## config.mk

```make
export PLATFORM = sky130hd
export DESIGN_NAME = multi_cycle_controller
export DESIGN_NICKNAME = d
export VERILOG_FILES = /design/src/rtl/mc_ctrl_pkg.sv /design/src/rtl/mc_instr_decoder.sv /design/src/rtl/multi_cycle_controller.sv
export SDC_FILE = /design/constraint.sdc
export NUM_CORES = 1
export LEC_CHECK = 0
export CORE_UTILIZATION = 25
export DETAILED_ROUTE_END_ITERATION = 10
export GPL_ROUTABILITY_DRIVEN = 0
export MAX_ROUTING_LAYER = met4
export SLEW_MARGIN = 15
export SYNTH_ARGS = -nofsm -noshare
export SYNTH_HDL_FRONTEND = slang
export SYNTH_SLANG_ARGS = --single-unit
```

## constraint.sdc

```tcl
create_clock -name clk -period 5.4 [get_ports clk]
set_input_delay 0.54 -clock clk [delete_from_list [all_inputs] [get_ports clk]]
set_output_delay 0.54 -clock clk [all_outputs]
set_load 0.02 [all_outputs]
```

## src/rtl/mc_ctrl_pkg.sv

```systemverilog
// Shared encodings for the multi-cycle MIPS controller: states, opcodes,
// funct codes, ALU operations and datapath select values.
package mc_ctrl_pkg;

  localparam logic [2:0] S_IF  = 3'd0;
  localparam logic [2:0] S_ID  = 3'd1;
  localparam logic [2:0] S_EX  = 3'd2;
  localparam logic [2:0] S_MEM = 3'd3;
  localparam logic [2:0] S_WB  = 3'd4;

  localparam logic [5:0] OP_RTYPE = 6'b000000;
  localparam logic [5:0] OP_J     = 6'b000010;
  localparam logic [5:0] OP_JAL   = 6'b000011;
  localparam logic [5:0] OP_BEQ   = 6'b000100;
  localparam logic [5:0] OP_BNE   = 6'b000101;
  localparam logic [5:0] OP_ADDI  = 6'b001000;
  localparam logic [5:0] OP_SLTIU = 6'b001011;
  localparam logic [5:0] OP_ANDI  = 6'b001100;
  localparam logic [5:0] OP_XORI  = 6'b001110;
  localparam logic [5:0] OP_LW    = 6'b100011;
  localparam logic [5:0] OP_SW    = 6'b101011;

  localparam logic [5:0] F_SLLV = 6'b000100;
  localparam logic [5:0] F_JR   = 6'b001000;
  localparam logic [5:0] F_ADD  = 6'b100000;
  localparam logic [5:0] F_SUB  = 6'b100010;
  localparam logic [5:0] F_AND  = 6'b100100;
  localparam logic [5:0] F_OR   = 6'b100101;
  localparam logic [5:0] F_XOR  = 6'b100110;
  localparam logic [5:0] F_NOR  = 6'b100111;
  localparam logic [5:0] F_SLTU = 6'b101011;

  localparam logic [2:0] ALU_AND  = 3'b000;
  localparam logic [2:0] ALU_OR   = 3'b001;
  localparam logic [2:0] ALU_XOR  = 3'b010;
  localparam logic [2:0] ALU_NOR  = 3'b011;
  localparam logic [2:0] ALU_ADD  = 3'b100;
  localparam logic [2:0] ALU_SUB  = 3'b101;
  localparam logic [2:0] ALU_SLTU = 3'b110;
  localparam logic [2:0] ALU_SLL  = 3'b111;

  localparam logic [1:0] PC_S_PC4    = 2'b00;
  localparam logic [1:0] PC_S_RS     = 2'b01;
  localparam logic [1:0] PC_S_BRANCH = 2'b10;
  localparam logic [1:0] PC_S_JUMP   = 2'b11;

  localparam logic [1:0] WR_RD = 2'b00;
  localparam logic [1:0] WR_RT = 2'b01;
  localparam logic [1:0] WR_RA = 2'b10;

  localparam logic [1:0] WD_ALU = 2'b00;
  localparam logic [1:0] WD_MEM = 2'b01;
  localparam logic [1:0] WD_PC4 = 2'b10;

  typedef enum logic [3:0] {
    C_RALU, C_IALU, C_LW, C_SW, C_BR, C_J, C_JAL, C_JR, C_ILLEGAL
  } instr_class_t;

endpackage

```

## src/rtl/mc_instr_decoder.sv

```systemverilog
// Combinational OP/func decode into an instruction class plus the static
// datapath selects that stay constant through EX/MEM/WB.
module mc_instr_decoder
  import mc_ctrl_pkg::*;
(
  input  logic [5:0]   OP,
  input  logic [5:0]   func,
  output instr_class_t cls,
  output logic [2:0]   alu_op,
  output logic [1:0]   w_r_s,
  output logic         imm_s,
  output logic         rt_imm_s,
  output logic [1:0]   wr_data_s
);

  always_comb begin
    cls       = C_ILLEGAL;
    alu_op    = ALU_AND;
    w_r_s     = WR_RD;
    imm_s     = 1'b0;
    rt_imm_s  = 1'b0;
    wr_data_s = WD_ALU;
    case (OP)
      OP_RTYPE: begin
        cls = C_RALU;
        case (func)
          F_ADD:   alu_op = ALU_ADD;
          F_SUB:   alu_op = ALU_SUB;
          F_AND:   alu_op = ALU_AND;
          F_OR:    alu_op = ALU_OR;
          F_XOR:   alu_op = ALU_XOR;
          F_NOR:   alu_op = ALU_NOR;
          F_SLTU:  alu_op = ALU_SLTU;
          F_SLLV:  alu_op = ALU_SLL;
          F_JR:    cls = C_JR;
          default: cls = C_ILLEGAL;
        endcase
      end
      OP_ADDI: begin
        cls = C_IALU; alu_op = ALU_ADD; imm_s = 1'b1; rt_imm_s = 1'b1; w_r_s = WR_RT;
      end
      OP_ANDI: begin
        cls = C_IALU; alu_op = ALU_AND; rt_imm_s = 1'b1; w_r_s = WR_RT;
      end
      OP_XORI: begin
        cls = C_IALU; alu_op = ALU_XOR; rt_imm_s = 1'b1; w_r_s = WR_RT;
      end
      OP_SLTIU: begin
        cls = C_IALU; alu_op = ALU_SLTU; rt_imm_s = 1'b1; w_r_s = WR_RT;
      end
      OP_LW: begin
        cls = C_LW; alu_op = ALU_ADD; imm_s = 1'b1; rt_imm_s = 1'b1;
        w_r_s = WR_RT; wr_data_s = WD_MEM;
      end
      OP_SW: begin
        cls = C_SW; alu_op = ALU_ADD; imm_s = 1'b1; rt_imm_s = 1'b1;
      end
      OP_BEQ, OP_BNE: begin
        cls = C_BR; alu_op = ALU_SUB; imm_s = 1'b1;
      end
      OP_J:    cls = C_J;
      OP_JAL:  cls = C_JAL;
      default: cls = C_ILLEGAL;
    endcase
  end

endmodule

```

## src/rtl/multi_cycle_controller.sv

```systemverilog
// Multi-cycle MIPS control FSM with memory-wait handshake, illegal-instruction
// pulse and retired-instruction counter.
//   state | meaning
//   IF    | fetch, wait for mem_ready, load IR and PC+4
//   ID    | decode; jumps, jr and illegal instructions retire here
//   EX    | ALU operation; branches retire here
//   MEM   | data access, held until mem_ready
//   WB    | register file write
module multi_cycle_controller
  import mc_ctrl_pkg::*;
#(
  parameter int CNT_W = 32
) (
  input  logic             clk,
  input  logic             rst,
  input  logic [5:0]       OP,
  input  logic [5:0]       func,
  input  logic             ZF,
  input  logic             mem_ready,
  output logic             IR_Write,
  output logic             PC_Write,
  output logic [1:0]       PC_s,
  output logic [1:0]       w_r_s,
  output logic             imm_s,
  output logic             rt_imm_s,
  output logic [1:0]       wr_data_s,
  output logic [2:0]       ALU_OP,
  output logic             Write_Reg,
  output logic             Mem_Write,
  output logic             instr_done,
  output logic             illegal,
  output logic [2:0]       state,
  output logic [CNT_W-1:0] instr_cnt
);

  instr_class_t cls;
  logic [2:0]   dec_alu;
  logic [1:0]   dec_wrs, dec_wds;
  logic         dec_imm, dec_rti;

  mc_instr_decoder u_dec (
    .OP        (OP),
    .func      (func),
    .cls       (cls),
    .alu_op    (dec_alu),
    .w_r_s     (dec_wrs),
    .imm_s     (dec_imm),
    .rt_imm_s  (dec_rti),
    .wr_data_s (dec_wds)
  );

  logic [2:0] state_q, state_d;
  logic       ir_w, pc_w, imm, rti, wreg, mw, done, ill;
  logic [1:0] pcs, wrs, wds;
  logic [2:0] alu;

  always_ff @(posedge clk or posedge rst) begin
    if (rst) state_q <= S_IF;
    else     state_q <= state_d;
  end

  always_ff @(posedge clk or posedge rst) begin
    if (rst)       instr_cnt <= '0;
    else if (done) instr_cnt <= instr_cnt + CNT_W'(1);
  end

  always_comb begin
    state_d = state_q;
    ir_w = 1'b0; pc_w = 1'b0; pcs = PC_S_PC4; wrs = WR_RD; imm = 1'b0; rti = 1'b0;
    wds = WD_ALU; alu = ALU_AND; wreg = 1'b0; mw = 1'b0; done = 1'b0; ill = 1'b0;
    // static selects only drive the datapath once the instruction is past ID
    if (state_q == S_EX || state_q == S_MEM || state_q == S_WB) begin
      alu = dec_alu; wrs = dec_wrs; imm = dec_imm; rti = dec_rti; wds = dec_wds;
    end
    case (state_q)
      S_IF: if (mem_ready) begin
        ir_w = 1'b1; pc_w = 1'b1; pcs = PC_S_PC4; state_d = S_ID;
      end
      S_ID: begin
        state_d = S_IF;
        case (cls)
          C_J:       begin pc_w = 1'b1; pcs = PC_S_JUMP; done = 1'b1; end
          C_JAL:     begin
            pc_w = 1'b1; pcs = PC_S_JUMP; done = 1'b1;
            wreg = 1'b1; wrs = WR_RA; wds = WD_PC4;
          end
          C_JR:      begin pc_w = 1'b1; pcs = PC_S_RS; done = 1'b1; end
          C_ILLEGAL: begin ill = 1'b1; done = 1'b1; end
          default:   state_d = S_EX;
        endcase
      end
      S_EX: begin
        case (cls)
          C_RALU, C_IALU: state_d = S_WB;
          C_LW, C_SW:     state_d = S_MEM;
          C_BR: begin
            pc_w = (OP == OP_BNE) ? ~ZF : ZF;
            pcs = PC_S_BRANCH; done = 1'b1; state_d = S_IF;
          end
          default: state_d = S_IF;
        endcase
      end
      S_MEM: begin
        mw = (cls == C_SW);
        if (cls != C_SW && cls != C_LW) state_d = S_IF;
        else if (mem_ready) begin
          if (cls == C_SW) begin done = 1'b1; state_d = S_IF; end
          else state_d = S_WB;
        end
      end
      S_WB: begin
        wreg = 1'b1; done = 1'b1; state_d = S_IF;
      end
      default: state_d = S_IF;
    endcase
  end

  // reset forces every control output low combinationally so no write escapes
  assign IR_Write   = ir_w & ~rst;
  assign PC_Write   = pc_w & ~rst;
  assign PC_s       = rst ? 2'b00 : pcs;
  assign w_r_s      = rst ? 2'b00 : wrs;
  assign imm_s      = imm & ~rst;
  assign rt_imm_s   = rti & ~rst;
  assign wr_data_s  = rst ? 2'b00 : wds;
  assign ALU_OP     = rst ? 3'b000 : alu;
  assign Write_Reg  = wreg & ~rst;
  assign Mem_Write  = mw & ~rst;
  assign instr_done = done & ~rst;
  assign illegal    = ill & ~rst;
  assign state      = rst ? S_IF : state_q;

endmodule

```

---- After elaboration in Yosys (flattened, before gate mapping) ----
Cells that the tools add are included.
cells by class
  equal/unequal tests ..................... 35
  reductions and logical operators ........ 19
  add/subtract/negate cells ............... 1
  muxes and demuxes ....................... 49
  bitwise gates (word level) .............. 10
operators with widths
  kind                                                             count
  6-bit == test, second input constant                             9
  32-bit by 1-bit adder with 32-bit output, second input constant  1
  6-bit by 4-bit == test with 1-bit output, second input constant  5
  4-bit one-hot mux with 7 select lines                            1
  2-bit 2-to-1 mux                                                 11
  3-bit 2-to-1 mux                                                 7
  3-bit one-hot mux with 7 select lines                            1
  1-bit 2-to-1 mux                                                 20
  6-bit by 3-bit == test with 1-bit output, second input constant  3
  4-bit by 3-bit == test with 1-bit output, second input constant  4
  3-bit one-hot mux with 5 select lines                            1
  6-bit by 2-bit == test with 1-bit output, second input constant  2
  3-bit one-hot mux with 4 select lines                            1
  5-bit OR reduction                                               2
  1-bit bitwise AND                                                8
  4-bit by 2-bit == test with 1-bit output, second input constant  2
  4-bit by 2-bit != test with 1-bit output, second input constant  2
  2-bit one-hot mux with 2 select lines                            2
  4-bit one-hot mux with 2 select lines                            1
  2-bit OR reduction                                               4
  4-bit OR reduction                                               2
  8-bit OR reduction                                               1
  3-bit by 2-bit == test with 1-bit output, second input constant  2
  6-bit logical NOT                                                1
  18 further kinds                                                 21
word-level totals
  output and inout port bits .............. 52
  flip-flop bits (word level) ............. 35
  logic and storage cells ................. 116

---- Logic depth before layout (Yosys ltp) ----
  depth after elaboration ................. 10
  depth in mapped cells ................... 8
  depth with buffers taken out ............ 6

---- Modules after synthesis ----
Synthesis repeated with hierarchy kept, for this count alone.
second synthesis, totals
  cell total of the unflattened synthesis .. 303
  area total of the unflattened synthesis .. 2,646.3 sq um
modules (own cells, without submodules)
  module                  cells an instance  seq. area each (sq um)  times used  area an instance (sq um)
  multi_cycle_controller  222                875.8                   1           2,157.1
  mc_instr_decoder        81                 0.0                     1           489.2

---- Worst setup path after synthesis ----
Ideal clock, no wire load.
  path type ............................... input to output
  start point ............................. input port OP[1]
  end point ............................... output port PC_Write
  arrival time ............................ 2.735 ns
  slack ................................... 2.125 ns
  cell stages on the path ................. 7
  cell sequence ........................... buf_6 or4b_4 nor2_1 nand2_1 xnor2_1 a221oi_1 a2111oi_0
between the ends
  cells in the longest elaborated chain, start to end .. 8
ends and longest elaborated chain
  what                                                                       RTL line                       RTL
  start, declared                                                            multi_cycle_controller.sv:16   input logic [5:0] OP,
  6-bit by 4-bit == test with 1-bit output (tied with other cells)           mc_instr_decoder.sv:23         case (OP)
  4-bit OR reduction (no source line) or 2-bit OR reduction (tied branches)  n/a
  4-bit one-hot mux with 7 select lines                                      mc_instr_decoder.sv:23
  4-bit by 3-bit == test with 1-bit output                                   multi_cycle_controller.sv:81   case (cls)
  3-bit OR reduction (no source line)                                        n/a
  1-bit 2-to-1 mux                                                           multi_cycle_controller.sv:81
  1-bit one-hot mux with 3 select lines (*)                                  multi_cycle_controller.sv:75   case (state_q)
  1-bit bitwise AND (*)                                                      multi_cycle_controller.sv:120  assign PC_Write = pc_w & ~rst;
  end, declared                                                              multi_cycle_controller.sv:21   output logic PC_Write,
Every way passes the cells marked *; elsewhere a longest branch is shown, timed or not.

---- Final worst setup path ----
  start point ............................. input port OP[2]
  end point ............................... output port PC_Write
The elaborated chain is that of the path after synthesis.

==> impl_metrics.csv <==
group,metric,value,unit
timing,slew-limit-headroom,0.450,
finish,fillCellCount,1001,
timing,finClkSkew,7.07,ps
status,status,"finished, final reports clean",
synth,ys_seq_elements,35,
route,ant_nets,0,
pwr,cellPowerDensity,227,nW/µm²
route,wl_per_cell,13.8,µm
flow_run,maxCapViolations,0,
floorplanning,core-area,9860,µm²
grt,grt_max_degree,38,
synth,postSynthCellCount,279,
finish,regArea,876,µm²
timing,finalSetupViolations,0,
floorplanning,start_util,0.259,
clock_tree,cts_tree,"done",
placement,placed_area,3310,µm²
placement,dpl.hpwl,4.72,mm
grt,grt_usage,0.131,
setup_path,reg2reg_slack,3010,ps
floorplanning,die_w,103,µm
hold_path,worstHoldStart,"instr_cnt[31]$_DFFE_PP0P_",
synth,ys_seq_area_frac,0.342,
setup_path,path_class,"in2out",
setup_path,crit_required,4860,ps
clock_tree,clk_pin_slew,70,ps
setup_path,crit_arrival,3490,ps
finish,multiInputGateArea,1570,µm²
clock_tree,clockBufferDepth,2,
timing,fmax,248,MHz
clock_tree,cts_sinks,35,
setup_path,reg2reg_from,"instr_cnt[3]$_DFFE_PP0P_",
timing,min_period_over_period,0.746,
pwr,vdd_drop_max,0.222,mV
floorplanning,boundaryPins,68,
route,wirelength,6.52,mm
pwr,p_total,0.000770,W
hold_path,min_path_type,"reg2reg",
hold_path,worstHoldPathCells,1,
finish,syn_to_final_growth,32.5,%
clock_tree,cts.repair.resized,0,
clock_tree,post-cts-setup-buffer-count,0,
clock_tree,hold_buffers,0,
synth,synth_cell_types,56,
timing,fin_crit,4030,ps
finish,final_nets,356,
synth,async_reset_ff_frac,1.00,
clock_tree,cts_buffers,5,
finish,final_cell_mix,"clkdlybuf4s50_1 (67), dfrtp_1 (35), nand2_1 (32), xor2_1 (32), nor2_1 (22)",
timing,setup_tns,0,ps
synth,synthFlopType,"dfrtp_1",
floorplanning,die-area,10600,µm²
synth,synth_nets,296,
synth,yosys_warnings,0,
setup_path,start_kind,"input port",
clock_tree,cts-root-buf,"clkbuf_8",
placement,port_buffers,67,
timing,maxSlewViolCount,0,
setup_path,cp-end-kind,"output port",
grt,overflow,0,
route,dr.pass1.iters,4,
clock_tree,h-tree-depth,2,
grt,grt_pass1_vias,2079,
finish,drive_gt1_frac,0.0912,
route,via_count,2250,
floorplanning,row_count,36,
grt,grt_pass1_wl,10.6,mm
setup_path,critPathMaxFanout,14,
pwr,p_leak,1.16,nW
route,drt_drc_violations_left,0,
hold_path,whs_endpoint,"instr_cnt[31]$_DFFE_PP0P_",
floorplanning,die_y,103,µm
route,drtIter0Drc,100,
finish,final_common_cell,"clkdlybuf4s50_1",
clock_tree,clk_latency,290,ps
finish,diodes,0,
timing,final_hold_viol_count,0,
setup_path,reg2reg_depth,6,
synth,synth_edf_count,0,
finish,design_area,3390,µm²
synth,syn_area_per_cell,9.17,µm²
timing,rsz0062_at_grt,"no",
synth,syn_area,2560,µm²
route,avgViaCountPerCell,4.76,
grt,antenna_found_initial,0,
setup_path,r2r-end,"instr_cnt[23]$_DFFE_PP0P_",
timing,tightest_slew,823,ps
==> sequential cells by signal, summed over array words and instances (netlist names) <==
| signal | flops |
|---|---|
| state_q | 3 |
| instr_cnt | 32 |
==> per-layer routing <==
layer,global-route usage,share of wire,vias to the layer above
li1,-,-,1123
met1,0.184,0.48,1069
met2,0.194,0.46,49
met3,0.0231,0.045,9
met4,0.0336,0.014,0
met5,-,0,-
==> power by group <==
part,total [W],switching (W),internal [W]
combinational,0.000260,0.000150,0.000110
sequential,0.000329,0.0000375,0.000291
clock,0.000182,0.0000913,0.0000904
total,0.000770,0.000279,0.000492
==> cell usage after synthesis, drive strengths merged (3+ instances only) <==
cell type | n | share of area
a211oi | 7 | 0.022
a21oi | 10 | 0.020
and3 | 5 | 0.012
and4 | 4 | 0.014
buf | 11 | 0.032
clkbuf | 5 | 0.0073
dfrtp | 35 | 0.34
inv | 3 | 0.0044
nand2 | 33 | 0.049
nand2b | 7 | 0.017
nand3 | 10 | 0.020
nand4 | 5 | 0.015
nor2 | 22 | 0.032
nor2b | 10 | 0.024
nor3 | 19 | 0.037
nor3b | 3 | 0.0088
nor4 | 13 | 0.065
nor4b | 6 | 0.023
o21ai | 6 | 0.012
xnor2 | 3 | 0.010
xor2 | 32 | 0.11
==> area by class of cell <==
cell class              instances  area share
multi-input cells             225       0.463
clock buffers                   7      0.0225
repair buffers                 69       0.202
flip-flops and latches         35       0.258
inverters                       3     0.00332
clock inverters                 1     0.00148
well taps                     133      0.0491
==> worst max-delay path by stage <==
stage | from | to | cells after the start
floorplan | OP[1] | PC_Write | 7
global placement | OP[2] | PC_Write | 8
detailed placement | OP[2] | PC_Write | 8
CTS | OP[2] | PC_Write | 8
global route | OP[2] | PC_Write | 8
finish | OP[2] | PC_Write | 8
==> metrics by stage <==
stage | instances | setup slack, ps | hold WS, ps | util
after floorplan | 279 | 2130 | 578 | -
after global routing | 473 | 989 | 507 | 0.344
after CTS | 473 | 1350 | 496 | 0.344
after global placement | 465 | 1370 | 480 | 0.335
after detailed placement | 465 | 1340 | 484 | 0.335
final | 473 | 1370 | 489 | 0.344
==> worst max-delay path, cell delays in order <==
cell and delay, ps:
clkdlybuf4s50_1 830, or4b_4 570, nor2_1 140, nand2_1 90
xnor2_1 160, a221oi_1 90, a2111oi_0 390, clkdlybuf4s50_1 680
==> cells by family after synthesis <==
| logic type | share of synthesized area |
|---|---|
| adders and majority gates | 0.00489 |
| buffers and inverters | 0.0440 |
| muxes | 0.00880 |
| xor gates and xnor gates | 0.120 |
| AOI/OAI and AO/OA | 0.130 |
| DFF | 0.342 |
| and+or+nand+nor | 0.350 |
Power figures use the tool's default switching activity.
